<file path="config.mk">
export PLATFORM = sky130hd
export DESIGN_NAME = ssd_pattern_decoder
export DESIGN_NICKNAME = d
export VERILOG_FILES = /design/src/rtl/ssd_pattern_decoder.sv
export SDC_FILE = /design/constraint.sdc
export NUM_CORES = 1
export LEC_CHECK = 0
export ABC_AREA = 0
export CAP_MARGIN = 20
export CORE_AREA = 5 5 70 72
export CTS_CLUSTER_SIZE = 16
export DETAILED_ROUTE_END_ITERATION = 7
export DIE_AREA = 0 0 75 77
export GPL_TIMING_DRIVEN = 0
export PLACE_DENSITY = 0.82
export SETUP_SLACK_MARGIN = 0.2
export SLEW_MARGIN = 20
export SYNTH_ARGS = -nofsm -noshare
export SYNTH_HDL_FRONTEND = slang
export SYNTH_SLANG_ARGS = --single-unit
</file>
<file path="constraint.sdc">
create_clock -name clk -period 5.2 [get_ports clk]
set_input_delay 1.04 -clock clk [delete_from_list [all_inputs] [get_ports clk]]
set_output_delay 1.04 -clock clk [all_outputs]
set_load 0.03 [all_outputs]
</file>
<file path="src/rtl/ssd_pattern_decoder.sv">
// ssd_pattern_decoder: recovers hex digits from a multiplexed 7-segment bus once a pattern has been stable
module ssd_pattern_decoder #(
  parameter int NUM_DIGITS    = 4,
  parameter int STABLE_CYCLES = 4,
  parameter int ACTIVE_LOW    = 0
) (
  input  logic                      clk,
  input  logic                      reset,
  input  logic [6:0]                segment,
  input  logic [NUM_DIGITS-1:0]     an,
  output logic [4*NUM_DIGITS-1:0]   digits,
  output logic [NUM_DIGITS-1:0]     digit_valid,
  output logic                      cap_stb,
  output logic                      pattern_err
);
  localparam int W  = NUM_DIGITS + 7;
  localparam int CW = $clog2(STABLE_CYCLES + 1);
  typedef enum logic [1:0] {IDLE, TRACK, LOCKED} state_t;
  state_t state, state_n;
  logic [W-1:0] s_in, s, s_prev;
  logic [NUM_DIGITS-1:0] s_an, wr;
  logic [6:0] s_seg;
  logic [CW-1:0] cnt;
  logic same, one_hot, fire, dec_ok, cap, err;
  logic [3:0] dec_val;
  assign s_in    = (ACTIVE_LOW != 0) ? ~{an, segment} : {an, segment};
  assign s_an    = s[W-1:7];
  assign s_seg   = s[6:0];
  assign same    = s == s_prev;
  assign one_hot = (s_an != '0) && ((s_an & (s_an - NUM_DIGITS'(1))) == '0);
  assign fire    = (state == TRACK) && same && (cnt == CW'(STABLE_CYCLES - 1));
  // register the bus twice so stability is judged only on sampled values
  always_ff @(posedge clk or posedge reset)
    if (reset) begin
      s      <= '0;
      s_prev <= '0;
    end else begin
      s      <= s_in;
      s_prev <= s;
    end
  // count consecutive identical samples, saturating, restarting on any change
  always_ff @(posedge clk or posedge reset)
    if (reset) cnt <= '0;
    else if (!same) cnt <= '0;
    else if (cnt != CW'(STABLE_CYCLES)) cnt <= cnt + CW'(1);
  // state register
  always_ff @(posedge clk or posedge reset)
    if (reset) state <= IDLE;
    else state <= state_n;
  // next state: blank anodes idle, tracking locks on capture, any change while locked rearms
  always_comb
    state_n = (s_an == '0)      ? IDLE :
              (state == TRACK)  ? (fire ? LOCKED : TRACK) :
              (state == LOCKED) ? (same ? LOCKED : TRACK) : TRACK;
  // segment pattern to hex value lookup
  always_comb begin
    dec_ok  = 1'b1;
    dec_val = 4'h0;
    case (s_seg)
      7'h7E: dec_val = 4'h0;
      7'h30: dec_val = 4'h1;
      7'h6D: dec_val = 4'h2;
      7'h79: dec_val = 4'h3;
      7'h33: dec_val = 4'h4;
      7'h5B: dec_val = 4'h5;
      7'h5F: dec_val = 4'h6;
      7'h70: dec_val = 4'h7;
      7'h7F: dec_val = 4'h8;
      7'h73: dec_val = 4'h9;
      7'h77: dec_val = 4'hA;
      7'h1F: dec_val = 4'hB;
      7'h4E: dec_val = 4'hC;
      7'h3D: dec_val = 4'hD;
      7'h4F: dec_val = 4'hE;
      7'h47: dec_val = 4'hF;
      default: dec_ok = 1'b0;
    endcase
  end
  // capture effects: a blank digit clears valid silently, anything else undecodable is an error
  always_comb begin
    cap = fire;
    err = fire && (!one_hot || (!dec_ok && s_seg != 7'h00));
    wr  = (fire && one_hot) ? s_an : '0;
  end
  // output registers; only the selected digit is touched by a capture
  always_ff @(posedge clk or posedge reset)
    if (reset) begin
      digits      <= '0;
      digit_valid <= '0;
      cap_stb     <= 1'b0;
      pattern_err <= 1'b0;
    end else begin
      cap_stb     <= cap;
      pattern_err <= err;
      for (int k = 0; k < NUM_DIGITS; k++)
        if (wr[k]) begin
          digit_valid[k] <= dec_ok;
          if (dec_ok) digits[4*k +: 4] <= dec_val;
        end
    end
endmodule
</file>
==> reports/results.ini <==
[cells_and_area]
fin_cells=291
layout_common_cells=dfrtp_1, clkdlybuf4s50_1, nand2_1, xor2_1, nor3_1
drive_above_1_share_pct=18.8
final_common_cell=dfrtp_1
syn_to_final_growth_pct=22.5
diodes=0
fin_area_mm2=0.00287
nNetsFinal=254

[global_routing]
grt_max_degree=28
grt_use_total_pct=18.5
grt_first_pass_wirelength_um=8290
grt-ovfl-total=0
grt_pass1_vias=1746
antenna_found_initial=0

[floorplanning]
num_rows=24
start_util_pct=55.2
die_y_um=77
pin_count=35
dieArea_mm2=0.00578
coreArea_mm2=0.00423
die_width_um=75

[worst_setup_path]
rr_startpoint=s[3]
critPathMaxStageDelay_ns=0.68
path_cells=clkdlybuf4s50_1
path_class=reg2out
cp-start-kind=flop
cp.arrival_ns=1.37
cp.required_ns=4.16
startpoint=digits[4]
critPathBufInv=1
cpLargestDelayFamily=buffers and inverters
crit_fanout=2
crit_path_end_kind=output port
crit_slowest_cell=clkdlybuf4s50_1

[place]
dp.cells=283
placed_area_mm2=0.00276
place_congestion=0.898
dp_hpwl_um=3330
io_buffers=34

[synth]
synth_flop_cell=dfrtp_1
synth.top_cell.area_share_pct=52.4
avgSynthCellArea_um2=11.9
synth_nets=212
ys_types=43
synthCells=196
ys_warn_count=0
async_reset_ff_share_pct=100
yosysSeqAreaShare_pct=52.4
syn-cell-area_mm2=0.00234
yosys.area.top_type=dfrtp_1
ys_ff_latch=49
synth_edf_count=0
synth_area_leaders=dfrtp_1, xor2_1, mux2_1

[detailed_routing]
drt_iter0_drc=132
drtAntennaViolNets=0
route.met3.wl_um=273
wl_per_cell_um=15.7
drc=0
num_vias=1640
viasPerCell=5.64
drt-total-wl_um=4570
top_layer=met4
drt-met1-wl_um=1980
dr.pass1.iters=5
wl_met2_um=2250

[clocking]
cts_tree=built
clock_sinks=49
cts.clk_slew.worst_paths_ns=0.08
insertion_delay_ns=0.30
ctsResizeCount=0
cts-hold-fix-buffers=0
ctsHtreeMaxLevel=2
postCtsSetupRepairBufs=0
cts_root_buf=clkbuf_8
clockBufferDepth=2
cts_made_buffers=5

[sta]
min_period_over_period_pct=46.3
timing.hold.ws_ns=0.374
rsz0062_at_grt=false
fin_setup_tns_ns=0
skew_ns=0.0101
period_needed_ns=2.41
setup_viol=0
max_clock_freq_mhz=415
tightestPinTransition_ns=0.919
slew_violations=0
maxSlewHeadroom_pct=38.0
hold_viol=0

[power_and_ir_drop]
leakagePower_uw=0.00125
p_per_area_mw_per_mm2=247
vdd_ir_drop_max_mv=0.174

[hold_path]
hold_path_class=reg2reg
worstHoldStart=s[7]

[flow_run]
drv_cap=0

[status]
status=completed

[path summary, 6_finish.rpt]
kind	endpoint	slack, ns	depth (start not counted)
max	digits[4]	2.79	1
min	s_prev[7]	0.37	0
max reg2reg	digits[10]	2.83	7
min reg2reg	s_prev[7]	0.37	0
max in group asynchronous	digits[12]	3.62	3
min in group asynchronous	digits[13]	1.08	2
[final cells by class]
type	instances	area, um^2
Buffer	14	98.8
Clock buffer	7	96.3
Clock inverter	1	5.00
Fill cell	306	1370
Inverter	6	22.5
Multi-Input combinational cell	127	991
Sequential cell	49	1230
Tap cell	52	65.1
Timing Repair Buffer	35	360
[metal layers]
| layer | GRT usage, % | vias to the layer above |
|---|---|---|
| li1 | - | 775 |
| met1 | 26.2 | 801 |
| met2 | 28.6 | 55 |
| met3 | 4.31 | 9 |
| met4 | 4.80 | 0 |
| met5 | 0 | - |
[cell families (layout without fill, tap and decap cells)]
family | Yosys count | after routing | synth area share [%]
AO/OA/AOI/OAI | 30 | 30 | 10.1
multiplexers | 12 | 12 | 6.26
adder cells (fa/ha/maj) | 3 | 3 | 1.61
buffers and inverters | 20 | 63 | 5.19
flip-flops | 49 | 49 | 52.4
XOR/XNOR | 17 | 17 | 6.69
AND/OR/NAND/NOR | 65 | 65 | 17.8
[report_power, final]
| part | switching, uW | internal (uW) | leakage, uW |
|---|---|---|---|
| combinational | 41.4 | 29.4 | 0.000570 |
| clock | 120 | 120 | 0.0000542 |
| sequential | 6.00 | 390 | 0.000629 |
| total | 167 | 539 | 0.00125 |
[Yosys cell counts, drive strengths merged (3+ instances only)]
cell type / instances
a21bo: 4
xnor2: 4
nand2: 13
inv: 6
nor4: 7
dfrtp: 49
a31oi: 6
nand3: 11
nor2: 8
ha: 3
nand2b: 3
nor3: 11
mux2: 12
nor4b: 3
a21oi: 9
xor2: 13
buf: 13
[sequential cells by signal, indices dropped and copies added (netlist names)]
name         count
digits          16
s               11
s_prev          11
digit_valid      4
cnt              3
state            2
cap_stb          1
pattern_err      1
[through the flow]
step	util [%]	worst slack (ns)	power [uW]
finish	67.7	2.79	707
global route	67.7	2.67	738
CTS	67.7	2.79	712
detailed placement	65.3	2.83	474
global placement	64.8	2.13	470
floorplan	-	2.99	451
Power figures use the tool's default switching activity.
